==> config.mk <==
export PLATFORM = sky130hd
export DESIGN_NAME = game_seq_ctrl
export DESIGN_NICKNAME = d
export VERILOG_FILES = /design/src/rtl/game_seq_ctrl.sv
export SDC_FILE = /design/constraint.sdc
export NUM_CORES = 1
export LEC_CHECK = 0
export ABC_AREA = 1
export CORE_ASPECT_RATIO = 0.9
export CORE_MARGIN = 8
export CORE_UTILIZATION = 40
export DETAILED_ROUTE_END_ITERATION = 10
export SLEW_MARGIN = 0
export SYNTH_ARGS = -nofsm -noshare
export SYNTH_HDL_FRONTEND = slang
export SYNTH_SLANG_ARGS = --single-unit
==> constraint.sdc <==
create_clock -name clk -period 1.7 [get_ports clk]
set_input_delay 0.34 -clock clk [delete_from_list [all_inputs] [get_ports clk]]
set_output_delay 0.34 -clock clk [all_outputs]
set_load 0.005 [all_outputs]
==> src/rtl/game_seq_ctrl.sv <==
// game_seq_ctrl: frame-synchronous game sequencer producing frame tick, game state,
// ground scroll offset and per-frame flap pulses for the VGA pipeline.
module game_seq_ctrl #(
   parameter int SCROLL_STEP  = 2,
   parameter int SCREEN_W     = 1024,
   parameter int DEATH_FRAMES = 60
) (
   input  logic        clk,
   input  logic        rst,
   input  logic        vblnk,
   input  logic        left,
   input  logic        collision,
   output logic [1:0]  state,
   output logic [10:0] scroll_x,
   output logic        frame_tick,
   output logic        flap,
   output logic        score_clr,
   output logic        freeze
);
   localparam int CW = $clog2(DEATH_FRAMES + 1);
   typedef enum logic [1:0] {IDLE, PLAY, DEAD, WAIT_REL} state_t;
   state_t cur, nxt;
   logic vblnk_d, left_d, armed, press_pend, pend_nxt;
   logic tick, press, take, flap_nxt, clr_nxt;
   logic [CW-1:0] death_cnt, cnt_nxt;
   logic [10:0] scroll_nxt;
   logic [11:0] sum;
   assign state = cur;
   always_comb begin
      // armed blocks a tick until vblnk has been seen low after reset
      tick = vblnk & ~vblnk_d & armed;
      press = left & ~left_d;
      take = press_pend | press;
      sum = {1'b0, scroll_x} + 12'(SCROLL_STEP);
      nxt = cur;
      cnt_nxt = death_cnt;
      scroll_nxt = scroll_x;
      flap_nxt = 1'b0;
      clr_nxt = 1'b0;
      pend_nxt = tick ? 1'b0 : take;
      case (cur)
         IDLE: begin
            if (tick && take) begin
               nxt = PLAY;
               clr_nxt = 1'b1;
            end
         end
         PLAY: begin
            if (collision) begin
               nxt = DEAD;
               cnt_nxt = '0;
            end else if (tick) begin
               scroll_nxt = sum >= 12'(SCREEN_W) ? 11'(sum - 12'(SCREEN_W)) : sum[10:0];
               flap_nxt = take;
            end
         end
         DEAD: begin
            pend_nxt = 1'b0;
            if (tick) begin
               if (death_cnt == CW'(DEATH_FRAMES - 1)) nxt = WAIT_REL;
               else cnt_nxt = death_cnt + CW'(1);
            end
         end
         default: begin
            pend_nxt = 1'b0;
            if (tick && !left) begin
               nxt = IDLE;
               scroll_nxt = '0;
            end
         end
      endcase
      if (nxt != cur) pend_nxt = 1'b0;
   end
   always_ff @(posedge clk) begin
      if (rst) begin
         cur        <= IDLE;
         scroll_x   <= '0;
         frame_tick <= 1'b0;
         flap       <= 1'b0;
         score_clr  <= 1'b0;
         freeze     <= 1'b1;
         vblnk_d    <= 1'b0;
         left_d     <= 1'b0;
         armed      <= 1'b0;
         press_pend <= 1'b0;
         death_cnt  <= '0;
      end else begin
         cur        <= nxt;
         scroll_x   <= scroll_nxt;
         frame_tick <= tick;
         flap       <= flap_nxt;
         score_clr  <= clr_nxt;
         freeze     <= nxt != PLAY;
         vblnk_d    <= vblnk;
         left_d     <= left;
         armed      <= armed | ~vblnk;
         press_pend <= pend_nxt;
         death_cnt  <= cnt_nxt;
      end
   end
endmodule

Word level (Yosys, flattened, before mapping)
Cells that the tools add are included.

storage, ports and cells
  logic and storage cells = 67
  input port bits = 5
  bits in registers = 27

cells by class
  magnitude comparators = 1
  equal/unequal tests = 10
  multiplexer cells = 16
  bitwise logic cells = 13
  add/sub/neg operators = 3
  reduce and logical (&&, ||, !) cells = 13

operators by type and width
  cell                    number
  $mux 11                 4
  $pmux 11 s2             1
  $mux 6                  3
  $add 11x2->12 const B   1
  $ge 12x11->1 const B    1
  $pmux 6 s2              1
  $sub 11x11->11 const B  1
  $mux 2                  5
  $ne 2x2->1 const B      5
  $not 1->1               8
  $reduce_and 4->1        2
  $reduce_or 4->1         2
  $add 6x1->6 const B     1
  $eq 6x6->1 const B      1
  $pmux 2 s3              1
  $reduce_or 2->1         3
  $reduce_bool 2->1       2
  $and 1x1->1             3
  $eq 2x1->1 const B      1
  $eq 2x2->1 const B      1
  $logic_and 1x1->1       2
  $logic_not 2->1         1
  $ne 2x1->1 const B      1
  $ne 2x2->1              1
  3 further kinds         4

Longest topological paths before layout
  depth after elaboration = 8
  mapped depth = 9
  mapped depth without buffers = 9

Worst setup path after synthesis
OpenSTA, ideal clock, no wires.

  path type = register to register
  start = register death_cnt[0]
  end = register death_cnt[4]
  path buffers = 0
  stages on the path, launching flop included = 7
  arrival time = 1.248 ns
  path slack = 0.382 ns
  library setup time = 0.070 ns
  path through = dfxtp_1 > ha_1 > nand3_1 > or2_2 > a21oi_1 > nand2_1 > a21oi_1

between the ends
  longest elaborated chain between the ends = 4
  elaborated cells on any way between the ends = 7
  those cells by class = add/sub: 1; eq/ne: 2; mux: 3; reduce/logical: 1

ends and longest elaborated chain
  element                 RTL line  source
  from (decl)             25        logic [CW-1:0] death_cnt, cnt_nxt;
  from (signal assigned)  98        death_cnt <= cnt_nxt;
  $add 6x1->6             61        else cnt_nxt = death_cnt + CW'(1);
  $mux 6                  60        if (death_cnt == CW'(DEATH_FRAMES - 1)) nxt = WAIT_REL;
  $mux 6                  59        if (tick) begin
  $pmux 6 s2              41        case (cur)

Several ways; a longest one is shown, not always the timed one. The select of a mux whose other input is x is not followed.
A chain may end at the register's enable or synchronous reset.

Final worst setup path
  start = register scroll_x[8]
  end = output port scroll_x[8]

RTL lines
  element                 RTL line  source
  from (decl)             14        output logic [10:0] scroll_x,
  from (signal assigned)  89        scroll_x <= scroll_nxt;

No word-level cell between the ends.

==> metrics.cfg <==
[run_status]
outcome = complete, no violations

[finish]
final_layout_size_suffix_gt1_share_pct = 14.49
instances_no_fill = 256
syn_to_final_growth_pct = 28.24
final_cell_mix = 46 x nand2_1, 29 x nor2_1, 23 x dfxtp_1
finalInstanceArea_mm2 = 0.001637
finalNetCount = 222
final_common_cell = nand2_1
diodes = 0

[floorplanning]
start_util_pct = 41.94
dieArea_mm2 = 0.005256
core-area_mm2 = 0.003043
pin_count = 22
num_rows = 19
die_x_um = 75.54
die_y_um = 69.59

[route]
route.antenna.remaining_nets = 0
via_per_inst = 4.797
drt_first_iter_violations = 72
drc = 0
drt-wirelength-per-cell_um = 11.44
drt-total-wl_um = 2929
vias = 1228
dr.pass1.iters = 4

[sta]
setup_viol = 0
rsz0062_at_grt = false
slew_viol_final = 0
hold_viol = 0
fin_skew_ps = 3.703
timing.final.crit_period_ps = 1636
period_share_pct = 96.24
fmaxAchievable_ghz = 0.6112

[yosys]
synth_cell_types = 29
synthTopCellsByArea = dfxtp_1 41%, nand2_1 14%, nor2_1 8.5%
synth-compound-area-share_pct = 7.941
synthSimpleGateAreaFrac_pct = 40.00
syn_area_per_cell_um2 = 6.974
yosysTopAreaCell = dfxtp_1
synth.net_count = 190
ys_seq_elements = 26
synth_top_family_by_area = simple AND/OR/NAND/NOR gates
yosysTopAreaCellShare_pct = 40.78
ys_seq_area_share_pct = 40.78
yosysWarnings = 0
synth-xor-area-share_pct = 1.373
syn_inst = 183
muxShareOfSynthArea_pct = 0
synth_adder_area_share_pct = 1.961
synthesis.area_mm2 = 0.001276

[power]
peakVddDrop_mv = 0.4662
power.leakage_nw = 0.6226
p_per_area_mw_per_mm2 = 697.5
total_power_mw = 1.141

[critical_path]
cp_data_required_time_ps = 1360
slowest_stage = clkdlybuf4s50_1
worstSetupEndpointType = output port
path_cells = clkdlybuf4s50_1
cp_data_arrival_time_ps = 1300
crit_type = reg -> out
crit_family = buffers and inverters
crit_buf_inv = 1
slowest_delay_ps = 540
cp_max_fo = 5
r2r_setup_slack_ps = 230
cp-start-kind = flip-flop

[grt]
grt.busiest_layer = met2
grt_pass1_vias = 1204
gr-usage-met2_pct = 18.79
grt_pass1_wl_um = 5209
overflow = 0
antenna_found_initial = 0
grt_usage_pct = 12.29
grt_use_met3_pct = 4.046
grtUsageMet1_pct = 15.86
grt_max_degree = 16

[clock_network]
htree_num_levels = 1
cts_tree = done
root_buffer = clkbuf_4
clock_path_buffers = 2
numClockSinks = 26
clk_latency_ps = 320
cts_buffers = 3
path_clk_slew_ps = 140

[placed_design]
gp_congestion = 0.8576
port_buffers = 20
dp_hpwl_um = 2302
placed_cells_incl_taps = 252
postPlaceCellArea_mm2 = 0.001578

[hold_path]
hold_class = reg -> reg

[job]
drv_cap = 0

-- cell families (layout without fill, tap and decap cells) --
kind of cell	after synthesis	count (layout)
DFF	26	26
adders and majority gates	2	2
buffers and inverters	21	52
and+or+nand+nor	112	112
AOI/OAI and AO/OA	19	19
xor gates and xnor gates	2	2
other	1	1
-- where the power goes --
part / leakage [nW] / internal (mW) / switching (mW)
combinational: 0.382 / 0.0408 / 0.0486
clock: 0.0279 / 0.238 / 0.184
sequential: 0.213 / 0.621 / 0.00843
total: 0.623 / 0.900 / 0.241
-- routing by layer --
layer	share of wire (%)	wire length (um)	vias up
li1	-	-	647
met2	44	1285	30
met5	0	0	-
met3	5.9	174	2
met1	49	1445	549
met4	0.79	23	0
-- cell type report --
class / instances / area (um2)
fill: 307 / 1406
multi-input combinational: 136 / 658.1
sequential: 26 / 526.8
timing repair buffer: 31 / 282.8
inverter: 17 / 63.81
tap: 42 / 52.55
clock inverter: 1 / 30.03
clock buffer: 3 / 22.52
-- worst paths after layout --
check                                 start                   endpoint  cells after the start
setup / recovery   scroll_x[8]$_SDFFE_PP0P_                scroll_x[8]                      1
hold / removal    scroll_x[10]$_SDFFE_PP0P_  scroll_x[10]$_SDFFE_PP0P_                      2
setup reg to reg  death_cnt[1]$_SDFFE_PP0P_  death_cnt[4]$_SDFFE_PP0P_                      6
hold reg to reg   scroll_x[10]$_SDFFE_PP0P_  scroll_x[10]$_SDFFE_PP0P_                      2
-- cell usage after synthesis (all sizes together) --
master and n:
ha 2, o21ai 4, nand3 14, nand4 5, dfxtp 26, and2 1
nor3b 1, conb 1, nand2 50, nor4 1, xor2 1, buf 3
or2 1, o21bai 1, a21oi 14, nand3b 2, inv 17, clkbuf 1
xnor2 1, nor2 33, nor3 3, and3 1
-- flip-flops by register name, indices dropped and copies added, names as in the netlist --
register / flops
frame_tick: 1
left_d: 1
death_cnt: 6
state: 2
flap: 1
scroll_x: 10
freeze: 1
press_pend: 1
vblnk_d: 1
armed: 1
score_clr: 1
-- per-stage QoR --
step	hold slack, ps	util [%]	setup TNS, ps	worst slack (ps)
2_1_floorplan	415.7	-	0	381.9
6_report	453.5	53.78	0	63.91
4_1_cts	457.3	53.70	0	43.01
3_3_place_gp	436.5	51.85	-446.5	-78.51
5_1_grt	487.7	53.78	0	2.153
3_5_place_dp	437.1	51.85	-688.1	-90.95
-- timing repair --
item / 4_1_cts / 5_1_grt
resized for setup: 3 / 1
buffers inserted: 0 / 0
setup endpoints to repair: 3 / 1
hold buffers: 0 / 0
Power figures use the tool's default switching activity.
